<file path="config.mk">
export PLATFORM = sky130hd
export DESIGN_NAME = alu_system_ctrl_seq_flat
export DESIGN_NICKNAME = d
export VERILOG_FILES = /design/src/rtl/alu_system_ctrl_seq_if.sv /design/src/rtl/alu_system_ctrl_seq.sv /design/src/flat_wrapper.sv
export SDC_FILE = /design/constraint.sdc
export NUM_CORES = 1
export LEC_CHECK = 0
export ABC_AREA = 1
export BUFFER_PORTS_ARGS = -buffer_cell sky130_fd_sc_hd__buf_4
export CORE_MARGIN = 2
export CORE_UTILIZATION = 43
export CTS_CLUSTER_SIZE = 24
export DETAILED_ROUTE_END_ITERATION = 8
export PLACE_DENSITY_LB_ADDON = 0.08
export SLEW_MARGIN = 20
export SYNTH_ARGS = -nofsm -noshare
export SYNTH_HDL_FRONTEND = slang
export SYNTH_SLANG_ARGS = --single-unit
</file>
<file path="constraint.sdc">
create_clock -name i_clk -period 1.8 [get_ports i_clk]
set_clock_uncertainty 0.1 [all_clocks]
set_input_delay 0.27 -clock i_clk [delete_from_list [all_inputs] [get_ports i_clk]]
set_output_delay 0.27 -clock i_clk [all_outputs]
set_load 0.05 [all_outputs]
</file>
<file path="src/rtl/alu_system_ctrl_seq_if.sv">
// alu_system_ctrl_seq_if
// Bundle between the hardwired control sequencer and the ALU datapath top.
//   master : sequencer side, consumes IR_Out/ALU_Flags, drives all controls
//   slave  : datapath side, drives IR_Out/ALU_Flags, consumes all controls
// Signals:
//   IR_Out[15:0]      instruction register contents
//   ALU_Flags[3:0]    {O,N,C,Z}, Z = bit 0
//   RF_*  / ARF_*     register file / address register file controls
//   ALU_FunSel        ALU function
//   IR_*              instruction register controls
//   Mem_WR, Mem_CS    memory write strobe, chip select (active-low)
//   Mux*Sel           datapath mux selects
//   Halted, Illegal   sequencer status
//   State             current sequencer state (debug)
interface alu_system_ctrl_seq_if;
    logic [15:0] IR_Out;
    logic [3:0]  ALU_Flags;
    logic [2:0]  RF_O1Sel;
    logic [2:0]  RF_O2Sel;
    logic [1:0]  RF_FunSel;
    logic [3:0]  RF_RSel;
    logic [3:0]  RF_TSel;
    logic [3:0]  ALU_FunSel;
    logic [1:0]  ARF_OutASel;
    logic [1:0]  ARF_OutBSel;
    logic [1:0]  ARF_FunSel;
    logic [3:0]  ARF_RSel;
    logic        IR_LH;
    logic        IR_Enable;
    logic [1:0]  IR_Funsel;
    logic        Mem_WR;
    logic        Mem_CS;
    logic [1:0]  MuxASel;
    logic [1:0]  MuxBSel;
    logic        MuxCSel;
    logic        Halted;
    logic        Illegal;
    logic [2:0]  State;

    modport master (
        input  IR_Out, ALU_Flags,
        output RF_O1Sel, RF_O2Sel, RF_FunSel, RF_RSel, RF_TSel, ALU_FunSel,
               ARF_OutASel, ARF_OutBSel, ARF_FunSel, ARF_RSel,
               IR_LH, IR_Enable, IR_Funsel, Mem_WR, Mem_CS,
               MuxASel, MuxBSel, MuxCSel, Halted, Illegal, State
    );

    modport slave (
        output IR_Out, ALU_Flags,
        input  RF_O1Sel, RF_O2Sel, RF_FunSel, RF_RSel, RF_TSel, ALU_FunSel,
               ARF_OutASel, ARF_OutBSel, ARF_FunSel, ARF_RSel,
               IR_LH, IR_Enable, IR_Funsel, Mem_WR, Mem_CS,
               MuxASel, MuxBSel, MuxCSel, Halted, Illegal, State
    );
endinterface

</file>
<file path="src/rtl/alu_system_ctrl_seq.sv">
// alu_system_ctrl_seq
// Hardwired fetch/decode/execute control sequencer for the ALU datapath.
// Ports:
//   i_clk    rising-edge clock
//   i_rst_n  asynchronous active-low reset
//   bus      alu_system_ctrl_seq_if.master (IR/flags in, all controls out)
// Parameter:
//   STEP_CYCLES  cycles each micro-step is held (>= 1)
// Optional build macro:
//   ALU_SYSTEM_CTRL_ILLEGAL_TRAP_EN  opcodes 7-E halt with Illegal=1
//                                    (otherwise they run as a one-step NOP)
//
// state    | meaning
// ---------+------------------------------------------------------
// CLR      | clear all registers once after reset release
// FETCH_L  | IR low byte <- M[PC], PC <- PC+1
// FETCH_H  | IR high byte <- M[PC], PC <- PC+1
// DECODE   | sample opcode, register index and Z flag
// EXEC1    | first execute step
// EXEC2    | second execute step (LDM, ST only)
// HALT     | stopped until reset
module alu_system_ctrl_seq #(
    parameter int STEP_CYCLES = 2
) (
    input  logic                        i_clk,
    input  logic                        i_rst_n,
    alu_system_ctrl_seq_if.master       bus
);

    localparam int SW = (STEP_CYCLES > 1) ? $clog2(STEP_CYCLES) : 1;
    localparam logic [SW-1:0] LAST = SW'(STEP_CYCLES - 1);

    typedef enum logic [2:0] {
        S_CLR     = 3'b000,
        S_FETCH_L = 3'b001,
        S_FETCH_H = 3'b010,
        S_DECODE  = 3'b011,
        S_EXEC1   = 3'b100,
        S_EXEC2   = 3'b101,
        S_HALT    = 3'b110
    } state_t;

    typedef struct packed {
        logic [2:0] rf_o1sel;
        logic [2:0] rf_o2sel;
        logic [1:0] rf_funsel;
        logic [3:0] rf_rsel;
        logic [3:0] rf_tsel;
        logic [3:0] alu_funsel;
        logic [1:0] arf_outasel;
        logic [1:0] arf_outbsel;
        logic [1:0] arf_funsel;
        logic [3:0] arf_rsel;
        logic       ir_lh;
        logic       ir_enable;
        logic [1:0] ir_funsel;
        logic       mem_wr;
        logic       mem_cs;
        logic [1:0] muxasel;
        logic [1:0] muxbsel;
        logic       muxcsel;
        logic       halted;
        logic       illegal;
    } ctrl_t;

    localparam ctrl_t IDLE = ctrl_t'(43'h80);   // everything 0 except Mem_CS=1

    state_t         r_state;
    logic [SW-1:0]  r_step;
    logic [3:0]     r_op;
    logic [1:0]     r_reg;
    logic           r_z;
    ctrl_t          r_ctrl;

    state_t         w_nxt_state;
    logic [SW-1:0]  w_nxt_step;
    logic           w_last;
    logic           w_wr;
    logic [3:0]     w_op;
    logic [1:0]     w_reg;
    logic           w_z;
    logic [3:0]     w_rsel;
    ctrl_t          w_ctrl;
    logic           w_unused;

    assign w_unused = ^{bus.IR_Out[11:10], bus.IR_Out[7:0], bus.ALU_Flags[3:1]};

`ifdef ALU_SYSTEM_CTRL_ILLEGAL_TRAP_EN
    logic w_is_ill;
    assign w_is_ill = (w_op >= 4'h7) && (w_op <= 4'hE);
`endif

    // Outputs are registered, so everything below is evaluated for the
    // state/step that will be current after the next edge. Leaving DECODE,
    // the opcode is taken straight from IR since it is latched on that edge.
    always_comb begin
        w_last     = (r_step == LAST);
        w_nxt_step = w_last ? '0 : r_step + 1'b1;
        w_op       = (r_state == S_DECODE) ? bus.IR_Out[15:12] : r_op;
        w_reg      = (r_state == S_DECODE) ? bus.IR_Out[9:8]   : r_reg;
        w_z        = (r_state == S_DECODE) ? bus.ALU_Flags[0]  : r_z;
        w_rsel     = 4'b1000 >> w_reg;

        w_nxt_state = r_state;
        if (w_last) begin
            case (r_state)
                S_CLR:     w_nxt_state = S_FETCH_L;
                S_FETCH_L: w_nxt_state = S_FETCH_H;
                S_FETCH_H: w_nxt_state = S_DECODE;
                S_DECODE:  w_nxt_state = S_EXEC1;
                S_EXEC1: begin
                    if (w_op == 4'h1 || w_op == 4'h2)
                        w_nxt_state = S_EXEC2;
                    else if (w_op == 4'hF)
                        w_nxt_state = S_HALT;
`ifdef ALU_SYSTEM_CTRL_ILLEGAL_TRAP_EN
                    else if (w_is_ill)
                        w_nxt_state = S_HALT;
`endif
                    else
                        w_nxt_state = S_FETCH_L;
                end
                S_EXEC2:   w_nxt_state = S_FETCH_L;
                default:   w_nxt_state = S_HALT;
            endcase
        end

        // Write-class fields only on the final cycle of a step.
        w_wr   = (w_nxt_step == LAST);
        w_ctrl = IDLE;
        case (w_nxt_state)
            S_CLR: begin
                if (w_wr) begin
                    w_ctrl.arf_rsel  = 4'b1111;
                    w_ctrl.rf_rsel   = 4'b1111;
                    w_ctrl.rf_tsel   = 4'b1111;
                    w_ctrl.ir_enable = 1'b1;
                end
            end
            S_FETCH_L, S_FETCH_H: begin
                w_ctrl.arf_outbsel = 2'b11;
                w_ctrl.mem_cs      = 1'b0;
                w_ctrl.ir_funsel   = 2'b01;
                w_ctrl.ir_lh       = (w_nxt_state == S_FETCH_H);
                w_ctrl.arf_funsel  = 2'b10;
                if (w_wr) begin
                    w_ctrl.ir_enable = 1'b1;
                    w_ctrl.arf_rsel  = 4'b1000;
                end
            end
            S_EXEC1: begin
                case (w_op)
                    4'h0: begin
                        w_ctrl.muxasel   = 2'b10;
                        w_ctrl.rf_funsel = 2'b01;
                        if (w_wr) w_ctrl.rf_rsel = w_rsel;
                    end
                    4'h1, 4'h2: begin
                        w_ctrl.muxbsel    = 2'b10;
                        w_ctrl.arf_funsel = 2'b01;
                        if (w_wr) w_ctrl.arf_rsel = 4'b0100;
                    end
                    4'h3, 4'h4: begin
                        w_ctrl.rf_funsel = (w_op == 4'h3) ? 2'b11 : 2'b10;
                        if (w_wr) w_ctrl.rf_rsel = w_rsel;
                    end
                    4'h5, 4'h6: begin
                        if (w_op == 4'h5 || w_z) begin
                            w_ctrl.muxbsel    = 2'b10;
                            w_ctrl.arf_funsel = 2'b01;
                            if (w_wr) w_ctrl.arf_rsel = 4'b1000;
                        end
                    end
                    default: ;
                endcase
            end
            S_EXEC2: begin
                w_ctrl.arf_outbsel = 2'b00;
                w_ctrl.mem_cs      = 1'b0;
                if (w_op == 4'h1) begin
                    w_ctrl.muxasel   = 2'b01;
                    w_ctrl.rf_funsel = 2'b01;
                    if (w_wr) w_ctrl.rf_rsel = w_rsel;
                end else begin
                    w_ctrl.rf_o1sel   = {1'b1, w_reg};
                    w_ctrl.muxcsel    = 1'b0;
                    w_ctrl.alu_funsel = 4'b0000;
                    if (w_wr) w_ctrl.mem_wr = 1'b1;
                end
            end
            S_HALT: begin
                w_ctrl.halted = 1'b1;
`ifdef ALU_SYSTEM_CTRL_ILLEGAL_TRAP_EN
                w_ctrl.illegal = w_is_ill;
`endif
            end
            default: ;
        endcase
    end

    always_ff @(posedge i_clk or negedge i_rst_n) begin
        if (!i_rst_n) begin
            r_state <= S_CLR;
            r_step  <= '0;
            r_op    <= '0;
            r_reg   <= '0;
            r_z     <= 1'b0;
            r_ctrl  <= IDLE;
        end else begin
            r_state <= w_nxt_state;
            r_step  <= w_nxt_step;
            r_op    <= w_op;
            r_reg   <= w_reg;
            r_z     <= w_z;
            r_ctrl  <= w_ctrl;
        end
    end

    assign bus.RF_O1Sel    = r_ctrl.rf_o1sel;
    assign bus.RF_O2Sel    = r_ctrl.rf_o2sel;
    assign bus.RF_FunSel   = r_ctrl.rf_funsel;
    assign bus.RF_RSel     = r_ctrl.rf_rsel;
    assign bus.RF_TSel     = r_ctrl.rf_tsel;
    assign bus.ALU_FunSel  = r_ctrl.alu_funsel;
    assign bus.ARF_OutASel = r_ctrl.arf_outasel;
    assign bus.ARF_OutBSel = r_ctrl.arf_outbsel;
    assign bus.ARF_FunSel  = r_ctrl.arf_funsel;
    assign bus.ARF_RSel    = r_ctrl.arf_rsel;
    assign bus.IR_LH       = r_ctrl.ir_lh;
    assign bus.IR_Enable   = r_ctrl.ir_enable;
    assign bus.IR_Funsel   = r_ctrl.ir_funsel;
    assign bus.Mem_WR      = r_ctrl.mem_wr;
    assign bus.Mem_CS      = r_ctrl.mem_cs;
    assign bus.MuxASel     = r_ctrl.muxasel;
    assign bus.MuxBSel     = r_ctrl.muxbsel;
    assign bus.MuxCSel     = r_ctrl.muxcsel;
    assign bus.Halted      = r_ctrl.halted;
    assign bus.Illegal     = r_ctrl.illegal;
    assign bus.State       = r_state;

endmodule

</file>
<file path="src/flat_wrapper.sv">
// flat-port wrapper written by rule: the top's interface ports become plain ports
module alu_system_ctrl_seq_flat 
#(
    parameter int STEP_CYCLES = 2
)
  (i_clk, i_rst_n, bus_IR_Out, bus_ALU_Flags, bus_RF_O1Sel, bus_RF_O2Sel, bus_RF_FunSel, bus_RF_RSel, bus_RF_TSel, bus_ALU_FunSel, bus_ARF_OutASel, bus_ARF_OutBSel, bus_ARF_FunSel, bus_ARF_RSel, bus_IR_LH, bus_IR_Enable, bus_IR_Funsel, bus_Mem_WR, bus_Mem_CS, bus_MuxASel, bus_MuxBSel, bus_MuxCSel, bus_Halted, bus_Illegal, bus_State);
  alu_system_ctrl_seq_if bus_i ();
  input  logic i_clk;
  input  logic i_rst_n;
  input wire logic [$bits(bus_i.IR_Out)-1:0] bus_IR_Out;
  input wire logic [$bits(bus_i.ALU_Flags)-1:0] bus_ALU_Flags;
  output wire logic [$bits(bus_i.RF_O1Sel)-1:0] bus_RF_O1Sel;
  output wire logic [$bits(bus_i.RF_O2Sel)-1:0] bus_RF_O2Sel;
  output wire logic [$bits(bus_i.RF_FunSel)-1:0] bus_RF_FunSel;
  output wire logic [$bits(bus_i.RF_RSel)-1:0] bus_RF_RSel;
  output wire logic [$bits(bus_i.RF_TSel)-1:0] bus_RF_TSel;
  output wire logic [$bits(bus_i.ALU_FunSel)-1:0] bus_ALU_FunSel;
  output wire logic [$bits(bus_i.ARF_OutASel)-1:0] bus_ARF_OutASel;
  output wire logic [$bits(bus_i.ARF_OutBSel)-1:0] bus_ARF_OutBSel;
  output wire logic [$bits(bus_i.ARF_FunSel)-1:0] bus_ARF_FunSel;
  output wire logic [$bits(bus_i.ARF_RSel)-1:0] bus_ARF_RSel;
  output wire logic [$bits(bus_i.IR_LH)-1:0] bus_IR_LH;
  output wire logic [$bits(bus_i.IR_Enable)-1:0] bus_IR_Enable;
  output wire logic [$bits(bus_i.IR_Funsel)-1:0] bus_IR_Funsel;
  output wire logic [$bits(bus_i.Mem_WR)-1:0] bus_Mem_WR;
  output wire logic [$bits(bus_i.Mem_CS)-1:0] bus_Mem_CS;
  output wire logic [$bits(bus_i.MuxASel)-1:0] bus_MuxASel;
  output wire logic [$bits(bus_i.MuxBSel)-1:0] bus_MuxBSel;
  output wire logic [$bits(bus_i.MuxCSel)-1:0] bus_MuxCSel;
  output wire logic [$bits(bus_i.Halted)-1:0] bus_Halted;
  output wire logic [$bits(bus_i.Illegal)-1:0] bus_Illegal;
  output wire logic [$bits(bus_i.State)-1:0] bus_State;
  assign bus_i.IR_Out = bus_IR_Out;
  assign bus_i.ALU_Flags = bus_ALU_Flags;
  assign bus_RF_O1Sel = bus_i.RF_O1Sel;
  assign bus_RF_O2Sel = bus_i.RF_O2Sel;
  assign bus_RF_FunSel = bus_i.RF_FunSel;
  assign bus_RF_RSel = bus_i.RF_RSel;
  assign bus_RF_TSel = bus_i.RF_TSel;
  assign bus_ALU_FunSel = bus_i.ALU_FunSel;
  assign bus_ARF_OutASel = bus_i.ARF_OutASel;
  assign bus_ARF_OutBSel = bus_i.ARF_OutBSel;
  assign bus_ARF_FunSel = bus_i.ARF_FunSel;
  assign bus_ARF_RSel = bus_i.ARF_RSel;
  assign bus_IR_LH = bus_i.IR_LH;
  assign bus_IR_Enable = bus_i.IR_Enable;
  assign bus_IR_Funsel = bus_i.IR_Funsel;
  assign bus_Mem_WR = bus_i.Mem_WR;
  assign bus_Mem_CS = bus_i.Mem_CS;
  assign bus_MuxASel = bus_i.MuxASel;
  assign bus_MuxBSel = bus_i.MuxBSel;
  assign bus_MuxCSel = bus_i.MuxCSel;
  assign bus_Halted = bus_i.Halted;
  assign bus_Illegal = bus_i.Illegal;
  assign bus_State = bus_i.State;
  alu_system_ctrl_seq #(.STEP_CYCLES(STEP_CYCLES)) u_core (.i_clk(i_clk), .i_rst_n(i_rst_n), .bus(bus_i));
endmodule
</file>
==> results of run 1 <==
==> power groups by stage <==
stage / Sequential (mW) / Combinational (mW) / Clock (mW)
CTS: 1.18 / 3.79 / 0.605
floorplan: 1.86 / 1.68 / 0
finish: 1.17 / 4.05 / 0.582
global placement: 1.19 / 3.52 / 0
global route: 1.20 / 4.37 / 0.634
detailed placement: 1.20 / 3.54 / 0
==> final timing paths <==
| check | from | endpoint | slack (ns) | cells after the start |
|---|---|---|---|---|
| worst max-delay path | u_core.bus.State[1] | u_core.bus.Mem_WR | -0.13 | 12 |
| max in group asynchronous | i_rst_n | u_core.bus.Mem_CS | 0.90 | 2 |
| worst min-delay path | bus_ALU_Flags[0] | u_core.r_z | 0.12 | 3 |
| min in group asynchronous | i_rst_n | u_core.r_op[0] | 0.36 | 2 |
| worst max register to register | u_core.bus.State[1] | u_core.bus.Mem_WR | -0.13 | 12 |
| worst min register to register | u_core.r_z | u_core.r_z | 0.40 | 2 |
==> cells in the final DEF (no fill, tap or decap), types with 3 or more instances in the layout <==
cell / n
sky130_fd_sc_hd__nand3_1: 16
sky130_fd_sc_hd__nand2_2: 16
sky130_fd_sc_hd__nand2_4: 6
sky130_fd_sc_hd__dfrtp_2: 3
sky130_fd_sc_hd__conb_1: 13
sky130_fd_sc_hd__a21oi_1: 7
sky130_fd_sc_hd__buf_4: 80
sky130_fd_sc_hd__nor2_4: 5
sky130_fd_sc_hd__clkbuf_8: 6
sky130_fd_sc_hd__nor3_1: 3
sky130_fd_sc_hd__or2_2: 3
sky130_fd_sc_hd__inv_1: 19
sky130_fd_sc_hd__inv_2: 6
sky130_fd_sc_hd__dfrtp_1: 30
sky130_fd_sc_hd__nand3_2: 4
sky130_fd_sc_hd__nand2_1: 26
sky130_fd_sc_hd__nor2_1: 20
==> timing repair <==
item | in CTS | in global routing
endpoints found under the setup margin | 24 | 25
hold buffers | 1 | 0
endpoints found under the hold margin | 33 | 0
resized for setup | 14 | 16
cloned | 1 | 0
buffers inserted | 3 | 6
pin swaps | 3 | 5
==> routing by layer <==
layer	part of all wire, %	GRT usage (%)
met1	44	23.6
met2	50	28.4
met3	5.3	5.17
met4	0.73	5.36
met5	0	0
==> synth_stat cells <==
cell type	number
sky130_fd_sc_hd__nand2_1	39
sky130_fd_sc_hd__dfrtp_1	33
sky130_fd_sc_hd__nor2_1	21
sky130_fd_sc_hd__buf_4	20
sky130_fd_sc_hd__inv_1	20
sky130_fd_sc_hd__nand3_1	18
sky130_fd_sc_hd__a21oi_1	8
sky130_fd_sc_hd__nand2_2	6
sky130_fd_sc_hd__inv_2	5
sky130_fd_sc_hd__nor2_2	5
sky130_fd_sc_hd__nor3_1	5
sky130_fd_sc_hd__nand2_4	4
sky130_fd_sc_hd__nand3_2	4
sky130_fd_sc_hd__o21ai_0	4
sky130_fd_sc_hd__or2_2	3
sky130_fd_sc_hd__inv_4	2
sky130_fd_sc_hd__clkbuf_1	1
sky130_fd_sc_hd__conb_1	1
sky130_fd_sc_hd__dfstp_2	1
sky130_fd_sc_hd__nand4_1	1
sky130_fd_sc_hd__nor2_4	1
sky130_fd_sc_hd__nor2_8	1
sky130_fd_sc_hd__o21ai_2	1
==> layout make-up <==
class	instances	area [µm²]
Timing Repair inverter	1	8.76
Sequential cell	34	856
Fill cell	335	1400
Multi-Input combinational cell	134	786
Timing Repair Buffer	82	622
Clock inverter	2	12.5
Inverter	27	111
Tap cell	50	62.6
Clock buffer	6	82.6
==> worst register-to-register path: stages, from the launching register on <==
cell and delay [ns]:
sky130_fd_sc_hd__dfrtp_2 0.41, sky130_fd_sc_hd__nand2_2 0.08, sky130_fd_sc_hd__nor2_4 0.23, sky130_fd_sc_hd__nand2_2 0.10, sky130_fd_sc_hd__nand2_4 0.11, sky130_fd_sc_hd__nand2_2 0.08, sky130_fd_sc_hd__nand2_1 0.09, sky130_fd_sc_hd__nand3_2 0.10
sky130_fd_sc_hd__nand3_4 0.09, sky130_fd_sc_hd__nand2_8 0.11, sky130_fd_sc_hd__nor2_8 0.20, sky130_fd_sc_hd__nand2_4 0.10, sky130_fd_sc_hd__nor2_2 0.08
==> stage by stage <==
stage	cell area, µm²	cells	worst slack [ns]
final	2540	336	-0.129
after global routing	2540	336	-0.257
after CTS	2440	330	-0.0857
after detailed placement	2260	317	-0.133
after global placement	2260	317	-0.111
after floorplan	1810	216	-0.0994
==> kinds of logic after synthesis <==
kind of cell / after synthesis / synth area share, %
AO/OA/AOI/OAI: 13 / 3.97
flip-flops: 34 / 49.1
AND/OR/NAND/NOR: 108 / 31.7
buffers and inverters: 48 / 15.0
other: 1 / 0.216
==> results.sh, run 1 <==
export IMPL_finalSetupViolCount=23
export IMPL_cp_buffers_inverters=0
export IMPL_gpl_final_weighted_congestion=0.816
export IMPL_power_combinational_fraction_pct=69.8
export IMPL_timing_critical_path_slowest_cell_delay_ns=0.41
export IMPL_fin_worst_hold_slack_ns=0.120
export IMPL_seq_power_share_pct=20.2
export IMPL_postSynthCellCount=204
export IMPL_fraction_of_power_consumed_by_the_clock_network_pct=10.0
export IMPL_wl_per_cell_um=11.0
export IMPL_max_cap_viol_count=0
export IMPL_grtUsageTotal_pct=17.9
export IMPL_worst_setup_path_end_kind="flip-flop"
export IMPL_total_switching_power_mw=2.93
export IMPL_report_power_total_mw=5.80
export IMPL_drt_pre_antenna_iters=4
export IMPL_period_minus_slack_ns=1.93
export IMPL_final_layout_size_suffix_gt1_share_pct=51.0
export IMPL_width_of_the_die_um=67.5
export IMPL_detailedRoute_firstIterationViolations=81
export IMPL_yosysUniqueCellTypes=23
export IMPL_cts_tree="built"
export IMPL_required_ns=1.92
export IMPL_cp_common_cell="sky130_fd_sc_hd__nand2_2"
export IMPL_run_status="finished, violations left"
export IMPL_post_drt_via_cell_ratio=4.46
export IMPL_worst_path_max_fanout=7
export IMPL_setup_worst_path_start_class="flip-flop"
export IMPL_grt_overflow_total=0
export IMPL_power_ir_vdd_worst_uv=1190
export IMPL_critical_path_cell_chain="nand2_2 -> nor2_4 -> nand2_2 -> nand2_4 -> nand2_2 -> nand2_1 -> nand3_2 -> nand3_4 -> nand2_8 -> nor2_8 -> nand2_4 -> nor2_2"
export IMPL_cts_sinks=34
export IMPL_final_period_utilization_pct=107
export IMPL_finalWorstSetupSlack_ns=-0.129
export IMPL_grt_pass1_vias=1343
export IMPL_start_util_pct=44.0
export IMPL_netlist_area_mm2=0.00174
export IMPL_clock_tree_htree_level_count=2
export IMPL_power_leakage_nw=1.35
export IMPL_finalSetupTns_ns=-1.78
export IMPL_worst_path_max_delay_cell="sky130_fd_sc_hd__dfrtp_2"
export IMPL_die_area_mm2=0.00456
export IMPL_core_area_mm2=0.00394
export IMPL_slew_viol_final=0
export IMPL_area_growth_syn_to_layout_pct=46.4
export IMPL_power_density_mw_per_mm2=2280
export IMPL_cts_buffers_inserted=5
export IMPL_grt_max_degree=35
export IMPL_insertedDiodeCount=0
export IMPL_antenna_violations_before_repair=0
export IMPL_synth_ff_latch_count=34
export IMPL_path_clk_slew_ns=0.07
export IMPL_timing_critical_path_arrival_ns=2.05
export IMPL_critical_path_top_delay_family="simple AND/OR/NAND/NOR gates"
export IMPL_internal_power_mw=2.87
export IMPL_drtAntennaViolNets=0
export IMPL_synthesis_yosys_warnings=0
export IMPL_cts_path_max_buffers=2
export IMPL_failed_checks="negative setup slack"
export IMPL_boundaryPins=68
export IMPL_hpwl_um=2610
export IMPL_insertion_delay_ns=0.28
export IMPL_final_net_count=307
export IMPL_vias=1498
export IMPL_seq_area_frac_synth_pct=49.1
export IMPL_worstHoldPathType="input port to flip-flop"
export IMPL_num_rows=23
export IMPL_place_port_buffers=41
export IMPL_route_final_wire_length_um=3700
export IMPL_hold_viol_final=0
export IMPL_synth_avg_cell_area_um2=8.51
export IMPL_grt_first_pass_wirelength_um=5990
export IMPL_drc=0
export IMPL_final_core_util_pct=64.5
export IMPL_synthDominantCellAreaShare_pct=47.6
export IMPL_grt_setup_unrepaired="true"
export IMPL_p_sw_share_pct=50.5
export IMPL_netlist_top_cells_area="sky130_fd_sc_hd__dfrtp_1, sky130_fd_sc_hd__buf_4, sky130_fd_sc_hd__nand2_1"
export IMPL_max_clk_rate_mhz=518
export IMPL_clk_root_buffer_cell="sky130_fd_sc_hd__clkbuf_8"
export IMPL_yosys_area_top_type="sky130_fd_sc_hd__dfrtp_1"
export IMPL_critical_path_class="flip-flop to flip-flop"
export IMPL_die_height_um=67.5
No activity file was read; power rests on OpenSTA's default activity.
==> run 2, diff against run 1 <==
- CTS_CLUSTER_DIAMETER: unset -> 40
- MAX_ROUTING_LAYER: unset -> met4
- SETUP_SLACK_MARGIN: unset -> 0.4
==> results.sh, run 2 (synthesis gave the netlist of run 1 again) <==
export IMPL_drtAntennaViolNets=0
export IMPL_most_common_layout_cells="sky130_fd_sc_hd__buf_4, sky130_fd_sc_hd__dfrtp_1, sky130_fd_sc_hd__nand2_1, sky130_fd_sc_hd__inv_1, sky130_fd_sc_hd__nand3_1"
export IMPL_grt_first_pass_wirelength_um=6040
export IMPL_route_final_wire_length_um=3920
export IMPL_cts_buffers_inserted=5
export IMPL_worst_r2r_cell_count=11
export IMPL_core_area_mm2=0.00394
export IMPL_max_cap_viol_count=0
export IMPL_grt_max_degree=35
export IMPL_setup_worst_path_start_class="flip-flop"
export IMPL_worst_path_max_fanout=7
export IMPL_clock_tree_htree_level_count=2
export IMPL_post_drt_via_cell_ratio=4.43
export IMPL_grt_overflow_total=0
export IMPL_grt_use_met3_pct=6.50
export IMPL_cts_tree="built"
export IMPL_globalRouteMet1Util_pct=21.7
export IMPL_dpl_cell_area_mm2=0.00222
export IMPL_grt_setup_unrepaired="true"
export IMPL_finalWorstSetupSlack_ns=-0.130
export IMPL_critical_path_class="flip-flop to flip-flop"
export IMPL_required_ns=1.93
export IMPL_grtUsageTotal_pct=18.9
export IMPL_timing_critical_path_arrival_ns=2.06
export IMPL_finalSetupViolCount=22
export IMPL_worst_hold_path_num_cells=3
export IMPL_drc=0
export IMPL_place_port_buffers=41
export IMPL_hpwl_um=2510
export IMPL_worst_setup_path_end_kind="flip-flop"
export IMPL_boundaryPins=68
export IMPL_final_layout_size_suffix_gt1_share_pct=54.4
export IMPL_hold_viol_final=0
export IMPL_cts_sinks=34
export IMPL_width_of_the_die_um=67.5
export IMPL_mostFrequentLayoutCell="sky130_fd_sc_hd__buf_4"
export IMPL_wl_per_cell_um=11.8
export IMPL_slew_viol_final=0
export IMPL_cts_path_max_buffers=2
export IMPL_gpl_final_weighted_congestion=0.797
export IMPL_failed_checks="negative setup slack"
export IMPL_grt_use_met2_pct=30.6
export IMPL_vias=1474
export IMPL_antenna_violations_before_repair=0
export IMPL_worstHoldPathType="input port to flip-flop"
export IMPL_path_clk_slew_ns=0.07
export IMPL_start_util_pct=44.0
export IMPL_final_net_count=304
export IMPL_period_minus_slack_ns=1.93
export IMPL_grt_pass1_vias=1351
export IMPL_clk_root_buffer_cell="sky130_fd_sc_hd__clkbuf_8"
export IMPL_stdcell_area_mm2=0.00263
export IMPL_area_growth_syn_to_layout_pct=51.6
export IMPL_insertion_delay_ns=0.29
export IMPL_final_period_utilization_pct=107
export IMPL_die_height_um=67.5
export IMPL_detailedRoute_firstIterationViolations=72
export IMPL_routing_layer_with_the_top_usage_in_global_route="met2"
export IMPL_run_status="finished, violations left"
export IMPL_drt_pre_antenna_iters=4
export IMPL_die_area_mm2=0.00456
export IMPL_insertedDiodeCount=0
export IMPL_ff2ff_setup_slack_ns=-0.13
export IMPL_num_rows=23
export IMPL_max_clk_rate_mhz=518
## run 2: cell count changes in the layout (fill, tap and decap cells not counted), sizes merged
cell  before  now
buf       81   78
## run 2: what timing repair did
item	4_1_cts	5_1_grt
hold buffers	1	0
gates cloned	1	0
setup endpoints to repair	30	33
buffers inserted	7	4
pin swaps	20	5
endpoints found under the hold margin	33	0
gates resized for setup	37	24
## run 2: final timing paths
path | start | end
worst max-delay path | u_core.bus.State[1] | u_core.bus.RF_RSel[1]
worst min-delay path | bus_ALU_Flags[0] | u_core.r_z
worst max register to register | u_core.bus.State[1] | u_core.bus.RF_RSel[1]
worst min register to register | u_core.r_z | u_core.r_z
max in group asynchronous | i_rst_n | u_core.bus.Mem_CS
min in group asynchronous | i_rst_n | u_core.bus.ARF_FunSel[0]
## run 2: final cells by class
| cell class | count | area [µm²] |
|---|---|---|
| well taps | 50 | 62.6 |
| fillers | 348 | 1310 |
| repair inverters | 1 | 11.3 |
| inverters | 27 | 116 |
| clock buffers | 6 | 82.6 |
| clock inverters | 2 | 12.5 |
| flip-flops and latches | 34 | 856 |
| repair buffers | 79 | 652 |
| multi-input cells | 134 | 838 |
## run 2: per-layer routing
| layer | share of wire [%] | vias to the layer above | routed length (µm) |
|---|---|---|---|
| met2 | 51 | 31 | 2000 |
| met3 | 5.2 | 6 | 204 |
| met4 | 1.5 | 0 | 57 |
| met5 | 0 | - | 0 |
| met1 | 42 | 681 | 1660 |
| li1 | - | 756 | - |
## run 2: through the flow
step	TNS (ns)	cells	hold slack [ns]	setup WS, ns	utilization (%)
finish	-1.54	333	0.115	-0.130	66.7
global placement	-2.23	312	0.137	-0.145	56.3
floorplan	-1.42	216	-0.126	-0.0967	-
global route	-3.93	333	0.127	-0.215	66.7
CTS	-0.731	329	0.0970	-0.0690	64.0
detailed placement	-2.28	312	0.139	-0.149	56.3
## run 2: worst max-delay path, stage by stage, from the launching register on
cell                      delay [ns]
sky130_fd_sc_hd__dfrtp_2        0.40
sky130_fd_sc_hd__buf_4          0.13
sky130_fd_sc_hd__nand3_4        0.12
sky130_fd_sc_hd__buf_4          0.16
sky130_fd_sc_hd__buf_6          0.11
sky130_fd_sc_hd__buf_4          0.14
sky130_fd_sc_hd__o21ai_2        0.13
sky130_fd_sc_hd__buf_6          0.13
sky130_fd_sc_hd__nand3_1        0.11
sky130_fd_sc_hd__a21oi_1        0.15
sky130_fd_sc_hd__nand3_1        0.10
sky130_fd_sc_hd__nand3_1        0.08
Power of run 2 is not shown: default switching activity piles up to over one toggle a cycle in this logic, so the estimate is an artifact.
